$ cat src/rtl/hazard_unit.sv
// Pipeline hazard controller for the 5-stage ARM pipeline: Execute-stage forwarding,
// load-use and PC-write stalls/flushes, and multi-cycle multiply sequencing.
module hazard_unit #(
    parameter int unsigned MUL_LAT = 3,
    parameter int unsigned CNT_W   = 4
) (
    input  logic       clk,
    input  logic       reset,
    input  logic [3:0] RA1D,
    input  logic [3:0] RA2D,
    input  logic [3:0] RA1E,
    input  logic [3:0] RA2E,
    input  logic [3:0] WA3E,
    input  logic [3:0] WA3M,
    input  logic [3:0] WA3W,
    input  logic       RegWriteM,
    input  logic       RegWriteW,
    input  logic       MemtoRegE,
    input  logic       PCSrcD,
    input  logic       PCSrcE,
    input  logic       PCSrcM,
    input  logic       PCSrcW,
    input  logic       BranchTakenE,
    input  logic       MulStartE,
    output logic [1:0] ForwardAE,
    output logic [1:0] ForwardBE,
    output logic       StallF,
    output logic       StallD,
    output logic       StallE,
    output logic       FlushD,
    output logic       FlushE,
    output logic       MulBusy
);

    typedef enum logic [1:0] {
        IDLE = 2'd0,
        BUSY = 2'd1,
        LAST = 2'd2
    } state_t;

    state_t           state_q, state_d;
    logic [CNT_W-1:0] cnt_q, cnt_d;
    logic             mul_stall;
    logic             ldr_stall;
    logic             pc_wr_pending;
    logic [1:0]       fwd_a, fwd_b;

    // Memory-stage result beats Writeback; R15 is never forwarded.
    function automatic logic [1:0] fwd_sel(input logic [3:0] ra,
                                           input logic       rw_m,
                                           input logic [3:0] wa_m,
                                           input logic       rw_w,
                                           input logic [3:0] wa_w);
        logic [1:0] sel;
        sel = 2'b00;
        if (ra != 4'hF) begin
            if (rw_m && (wa_m == ra)) begin
                sel = 2'b10;
            end else if (rw_w && (wa_w == ra)) begin
                sel = 2'b01;
            end
        end
        return sel;
    endfunction

    assign fwd_a = fwd_sel(RA1E, RegWriteM, WA3M, RegWriteW, WA3W);
    assign fwd_b = fwd_sel(RA2E, RegWriteM, WA3M, RegWriteW, WA3W);

    assign ldr_stall     = MemtoRegE && ((WA3E == RA1D) || (WA3E == RA2D));
    assign pc_wr_pending = PCSrcD || PCSrcE || PCSrcM;

    // Multiply sequencer: the first cycle is seen in IDLE, so BUSY+LAST cover MUL_LAT-1 more.
    always_comb begin
        state_d   = state_q;
        cnt_d     = cnt_q;
        mul_stall = 1'b0;
        case (state_q)
            IDLE: begin
                if (MulStartE && (MUL_LAT > 1)) begin
                    mul_stall = 1'b1;
                    if (MUL_LAT >= 3) begin
                        cnt_d   = CNT_W'(MUL_LAT - 2);
                        state_d = BUSY;
                    end else begin
                        state_d = LAST;
                    end
                end
            end
            BUSY: begin
                mul_stall = 1'b1;
                if (cnt_q == CNT_W'(1)) begin
                    state_d = LAST;
                end else begin
                    cnt_d = cnt_q - CNT_W'(1);
                end
            end
            LAST: begin
                state_d = IDLE;
            end
            default: begin
                state_d = IDLE;
            end
        endcase
    end

    always_ff @(posedge clk) begin
        if (reset) begin
            state_q <= IDLE;
            cnt_q   <= '0;
        end else begin
            state_q <= state_d;
            cnt_q   <= cnt_d;
        end
    end

    // Every output is forced low while reset is asserted.
    always_comb begin
        ForwardAE = 2'b00;
        ForwardBE = 2'b00;
        StallF    = 1'b0;
        StallD    = 1'b0;
        StallE    = 1'b0;
        FlushD    = 1'b0;
        FlushE    = 1'b0;
        MulBusy   = 1'b0;
        if (!reset) begin
            ForwardAE = fwd_a;
            ForwardBE = fwd_b;
            StallF    = ldr_stall || pc_wr_pending || mul_stall;
            StallD    = ldr_stall || mul_stall;
            StallE    = mul_stall;
            FlushD    = pc_wr_pending || PCSrcW || BranchTakenE;
            FlushE    = (ldr_stall || BranchTakenE) && !mul_stall;
            MulBusy   = (state_q != IDLE);
        end
    end

endmodule

$ cat config.mk
export PLATFORM = sky130hd
export DESIGN_NAME = hazard_unit
export DESIGN_NICKNAME = d
export VERILOG_FILES = /design/src/rtl/hazard_unit.sv
export SDC_FILE = /design/constraint.sdc
export NUM_CORES = 1
export LEC_CHECK = 0
export ABC_CLOCK_PERIOD_IN_PS = 2850
export CORE_MARGIN = 1
export CORE_UTILIZATION = 36
export DETAILED_ROUTE_END_ITERATION = 16
export PLACE_DENSITY_LB_ADDON = 0.15
export SYNTH_ARGS = -nofsm -noshare
export SYNTH_HDL_FRONTEND = slang
export SYNTH_SLANG_ARGS = --single-unit
export TNS_END_PERCENT = 50
$ cat constraint.sdc
create_clock -name clk -period 2.85 [get_ports clk]
set_input_delay 0.57 -clock clk [delete_from_list [all_inputs] [get_ports clk]]
set_output_delay 0.57 -clock clk [all_outputs]
set_load 0.02 [all_outputs]
==> flow_summary.yaml, run 1 <==
route:
  drt-total-wl_um: 2140
  vias: 839
  wl_per_cell_um: 12.3
  viasPerCell: 4.82
  dr.pass1.iters: 4
  dr.first_iter.drc_count: 7
  ant_nets: 0
  drc_errors: 0
die:
  initial_utilization_pct: 38.7
  dieArea_sq_um: 2050
  pin_count: 49
  die_h_um: 45.3
  die_x_um: 45.3
  rows: 15
  core_sq_um: 1750
setup_path:
  rrSetupSlack_ns: 1.27
  crit_fanout: 3
  arrival_ns: 2.18
  startpoint_type: "input pin"
  criticalPathCategory: "in2out"
  required_ns: 2.28
  end_kind: "output port"
clock_tree:
  tritoncts: "yes"
  clock_latency_ns: 0.24
  cts_root_buf: "clkbuf_4"
  htree_levels: 1
  cts_inserted_buffers: 3
  clkTransAtPathRegs_ns: 0.04
  clock_sinks: 6
  clockBufferDepth: 2
  cts_setup_buffers: 0
sta:
  relSlewSlack_pct: 79.2
  fin_crit_sh_pct: 96.3
  fin_tns_setup_ns: 0
  hold_viol: 0
  hold_ws_ns: 0.477
  period_needed_ns: 2.75
  drv_slew: 0
  max_freq_mhz: 364
  setup_viol_count_final: 0
  clock_skew_ns: 0.00241
  max_slew.worst_pin.slew_ns: 0.309
  rsz0062_at_grt: "no"
  setup_ws_ns: 0.105
global_route:
  grt_pass1_vias: 859
  antenna_found_initial: 0
  grt_start_max_net_pins: 14
  grt_pass1_wl_um: 3420
  grt_overflow: 0
  track_usage_pct: 22.8
place:
  port_buffers: 48
  dp.cells: 171
  place_area_sq_um: 1260
  dp_hpwl_um: 1860
  place.gp.congestion: 0.852
  post-place-ws_ns: -0.180
logic_synthesis:
  yosysSeqAreaShare_pct: 17.8
  synth-main-ff-cell: "dfxtp_1"
  synth-edff-count: 0
  ys_ff_latch: 6
  synthCells: 89
  yosys_warnings: 0
  syn_area_sq_um: 676
  syn_area_per_cell_sq_um: 7.59
  synthDistinctLibCells: 28
  synth-async-reset-ratio_pct: 0
  synth.net_count: 130
hold_path:
  holdCritPathClass: "reg2reg"
final_layout:
  final_cell_mix: "clkdlybuf4s50_1 (41), xor2_1 (20), buf_4 (10)"
  synthToLayoutAreaGrowth_pct: 89.8
  fillers: 140
  final_common_cell: "clkdlybuf4s50_1"
  stdcell_count: 174
  final_nets: 192
  design_area_sq_um: 1280
  antenna_cells: 0
  final_util_pct: 73.5
  drive_above_1_share_pct: 10.7
power_and_ir_drop:
  power_mw: 0.366
  p_leak_nw: 0.576
  max-vdd-ir-drop_mv: 0.254
  powerDensity_nw_per_um2: 286
flow_run:
  cap_violations: 0
run_status:
  status: "finished, final reports clean"
-- worst max-delay path: stages --
cell	delay (ns)
clkdlybuf4s50_1	0.45
xor2_1	0.18
nor4_1	0.27
o21ai_0	0.19
a31oi_1	0.19
clkdlybuf4s15_1	0.32
-- power breakdown --
part           switching (mW)  internal, mW  total (mW)
clock                  0.0292        0.0475      0.0768
combinational          0.0780         0.109       0.186
sequential            0.00898        0.0940       0.103
total                   0.116         0.250       0.366
-- synthesized netlist by cell type (all sizes together), types with 2 or more instances --
cell	n	area, sq um
and3	2	12.5
ha	2	25.0
or3	2	12.5
a21oi	4	20.0
nor3	5	25.0
dfxtp	6	120
nor4	4	25.0
nand3	6	30.0
a41o	2	20.0
nand2b	3	18.8
nand2	2	7.51
xor2	20	175
a31oi	2	18.8
inv	5	18.8
o21ai	5	25.0
xnor2	2	17.5
nor2	8	30.0
-- final timing paths --
path,to,startpoint,depth (start not counted)
max,StallF,WA3E[1],6
min,cnt_q[1]$_SDFFE_PP0P_,cnt_q[1]$_SDFFE_PP0P_,2
max reg2reg,cnt_q[2]$_SDFFE_PP0P_,cnt_q[1]$_SDFFE_PP0P_,6
min reg2reg,cnt_q[1]$_SDFFE_PP0P_,cnt_q[1]$_SDFFE_PP0P_,2
-- cell type report --
cell class | count | area, sq um | share of cell area, %
Timing Repair Buffer | 58 | 557 | 43.4
Clock buffer | 3 | 22.5 | 1.76
Tap cell | 25 | 31.3 | 2.44
Multi-Input combinational cell | 77 | 533 | 41.6
Inverter | 5 | 18.8 | 1.46
Sequential cell | 6 | 120 | 9.37
-- kinds of logic (layout without fill, tap and decap cells) --
| family | after synthesis | in the layout | share of synthesized area [%] |
|---|---|---|---|
| simple gates | 37 | 37 | 30.9 |
| compound gates | 16 | 16 | 15.7 |
| buf+inv | 6 | 66 | 3.33 |
| fa+ha+maj | 2 | 2 | 3.70 |
| xor+xnor | 22 | 22 | 28.5 |
| flops | 6 | 6 | 17.8 |
-- layer usage --
layer	share of wire [%]	GRT usage (%)	vias up
li1	-	-	440
met5	0	0	-
met3	4.4	3.60	2
met2	50	42.3	19
met4	1.0	6.67	0
met1	44	26.6	378
-- flip-flops by register name (all words and copies together), names as in the netlist --
name,cells
cnt_q,4
state_q,2
-- what timing repair did --
item,in CTS,in global routing
gates resized for setup,5,4
endpoints found under the setup margin,5,4
hold buffers,0,0
(Power assumes the default switching activity.)
==> run 2: changes to the inputs <==
--- a/config.mk
+++ b/config.mk
@@ -6,10 +6,14 @@
 export NUM_CORES = 1
 export LEC_CHECK = 0
 export ABC_CLOCK_PERIOD_IN_PS = 2850
-export CORE_MARGIN = 1
-export CORE_UTILIZATION = 36
+export CELL_PAD_IN_SITES_DETAIL_PLACEMENT = 0
+export CELL_PAD_IN_SITES_GLOBAL_PLACEMENT = 1
+export CORE_ASPECT_RATIO = 0.5
+export CORE_MARGIN = 10
+export CORE_UTILIZATION = 24
 export DETAILED_ROUTE_END_ITERATION = 16
 export PLACE_DENSITY_LB_ADDON = 0.15
+export RECOVER_POWER = 50
 export SYNTH_ARGS = -nofsm -noshare
 export SYNTH_HDL_FRONTEND = slang
 export SYNTH_SLANG_ARGS = --single-unit
==> flow_summary.yaml, run 2 (same netlist as run 1, synthesis figures left out) <==
run_status:
  status: "finished, final reports clean"
global_route:
  grt_start_max_net_pins: 14
  grt_pass1_vias: 894
  track_usage_pct: 9.24
  antenna_found_initial: 0
  grt_pass1_wl_um: 4150
  grt_overflow: 0
power_and_ir_drop:
  p_leak_nw: 0.547
  power_mw: 0.410
  max-vdd-ir-drop_mv: 0.107
  powerDensity_nw_per_um2: 321
route:
  ant_nets: 0
  wl_per_cell_um: 13.3
  viasPerCell: 4.49
  drt-total-wl_um: 2450
  dr.first_iter.drc_count: 16
  drc_errors: 0
  dr.pass1.iters: 4
  vias: 827
die:
  dieArea_sq_um: 5470
  rows: 13
  pin_count: 49
  initial_utilization_pct: 25.6
  die_x_um: 95.0
  die_h_um: 57.5
  core_sq_um: 2640
setup_path:
  end_kind: "output port"
  cp_cell_sequence: "clkdlybuf4s50_1 > xor2_1 > nor4_1 > o21ai_1 > a31oi_1 > dlygate4sd2_1"
  startpoint_type: "input pin"
  slowest_delay_ns: 0.44
  rrSetupSlack_ns: 1.15
  slowest_stage: "clkdlybuf4s50_1"
  criticalPathCategory: "in2out"
  rr_worst_depth: 5
  required_ns: 2.28
  rr_endpoint: "cnt_q[3]$_SDFFE_PP0P_"
  arrival_ns: 2.13
  crit-reg2reg-launch: "cnt_q[0]$_SDFFE_PP0P_"
  crit_path_start: "WA3E[0]"
  crit_end: "StallF"
  crit_fanout: 3
sta:
  rsz0062_at_grt: "no"
  period_needed_ns: 2.70
  setup_viol_count_final: 0
  setup_ws_ns: 0.146
  hold_ws_ns: 0.472
  fin_crit_sh_pct: 94.9
  max_slew.worst_pin.slew_ns: 0.476
  drv_slew: 0
  relSlewSlack_pct: 68.1
  fin_tns_setup_ns: 0
  clock_skew_ns: 0.000586
  hold_viol: 0
  max_freq_mhz: 370
hold_path:
  holdCritPathClass: "reg2reg"
final_layout:
  antenna_cells: 0
  top_regs: "cnt_q: 4 flops, state_q: 2 flops"
  top_register: "cnt_q"
  drive_above_1_share_pct: 7.48
  synthToLayoutAreaGrowth_pct: 89.1
  final_common_cell: "clkdlybuf4s50_1"
  final_util_pct: 48.5
  design_area_sq_um: 1280
  final_nets: 190
  final_cell_mix: "clkdlybuf4s50_1 (39), xor2_1 (20), nor2_1 (8), buf_4 (8), dlygate4sd2_1 (7)"
  stdcell_count: 184
  largest_register_ffs: 4
place:
  dp_hpwl_um: 2070
  port_buffers: 48
  dp.cells: 181
  post-place-ws_ns: -0.206
  place.gp.congestion: 0.757
  place_area_sq_um: 1260
clock_tree:
  cts_inserted_buffers: 3
  clock_latency_ns: 0.22
  htree_levels: 1
  tritoncts: "yes"
  clockBufferDepth: 2
  clock_sinks: 6
  clkTransAtPathRegs_ns: 0.04
  cts_root_buf: "clkbuf_8"
flow_run:
  cap_violations: 0
-- run 2: final cells by class --
| class | instances | area (sq um) |
|---|---|---|
| tap | 37 | 46.3 |
| fill | 277 | 1360 |
| timing repair buffer | 56 | 532 |
| clock buffer | 3 | 41.3 |
| inverter | 5 | 18.8 |
| sequential | 6 | 120 |
| multi-input combinational | 77 | 519 |
-- run 2: power breakdown --
part	internal [mW]	leakage, nW	total [mW]	switching [mW]
clock network	0.0910	0.0216	0.130	0.0394
registers	0.0941	0.0493	0.102	0.00827
logic	0.102	0.476	0.178	0.0758
total	0.287	0.547	0.410	0.123
-- run 2: how the worst min path moves through the flow --
stage / slack, ns / depth (start not counted) / endpoint / start
4_1_cts: 0.47 / 2 / cnt_q[1]$_SDFFE_PP0P_ / cnt_q[1]$_SDFFE_PP0P_
5_1_grt: 0.52 / 2 / cnt_q[1]$_SDFFE_PP0P_ / cnt_q[1]$_SDFFE_PP0P_
3_3_place_gp: 0.46 / 2 / cnt_q[1]$_SDFFE_PP0P_ / cnt_q[1]$_SDFFE_PP0P_
6_report: 0.47 / 2 / cnt_q[1]$_SDFFE_PP0P_ / cnt_q[1]$_SDFFE_PP0P_
3_5_place_dp: 0.47 / 2 / cnt_q[1]$_SDFFE_PP0P_ / cnt_q[1]$_SDFFE_PP0P_
2_1_floorplan: 0.45 / 2 / cnt_q[1]$_SDFFE_PP0P_ / cnt_q[1]$_SDFFE_PP0P_
-- run 2: per-layer routing --
| layer | wire (um) | vias to the layer above | global-route usage [%] |
|---|---|---|---|
| li1 | - | 438 | - |
| met1 | 1230 | 347 | 10.9 |
| met2 | 968 | 40 | 14.9 |
| met3 | 238 | 2 | 3.78 |
| met4 | 14 | 0 | 3.18 |
| met5 | 0 | - | 0 |
-- run 2: critical path, delay by kind of cell --
kind            cells  cell delay [ns]
simple gates        1             0.26
compound gates      2             0.34
xor+xnor            1             0.17
buf+inv             2             0.79
-- run 2: what timing repair did --
action	in CTS	in global routing
setup buffers	0	0
setup endpoints to repair	7	3
hold buffers	0	0
gates resized for setup	7	1
==> run 3: changes to the inputs <==
--- a/config.mk
+++ b/config.mk
@@ -11,6 +11,7 @@
 export CORE_ASPECT_RATIO = 0.5
 export CORE_MARGIN = 10
 export CORE_UTILIZATION = 24
+export CTS_CLUSTER_DIAMETER = 200
 export DETAILED_ROUTE_END_ITERATION = 16
 export PLACE_DENSITY_LB_ADDON = 0.15
 export RECOVER_POWER = 50
==> results of run 3 <==
Final layout, timing and power as in run 2 (identical DEF).
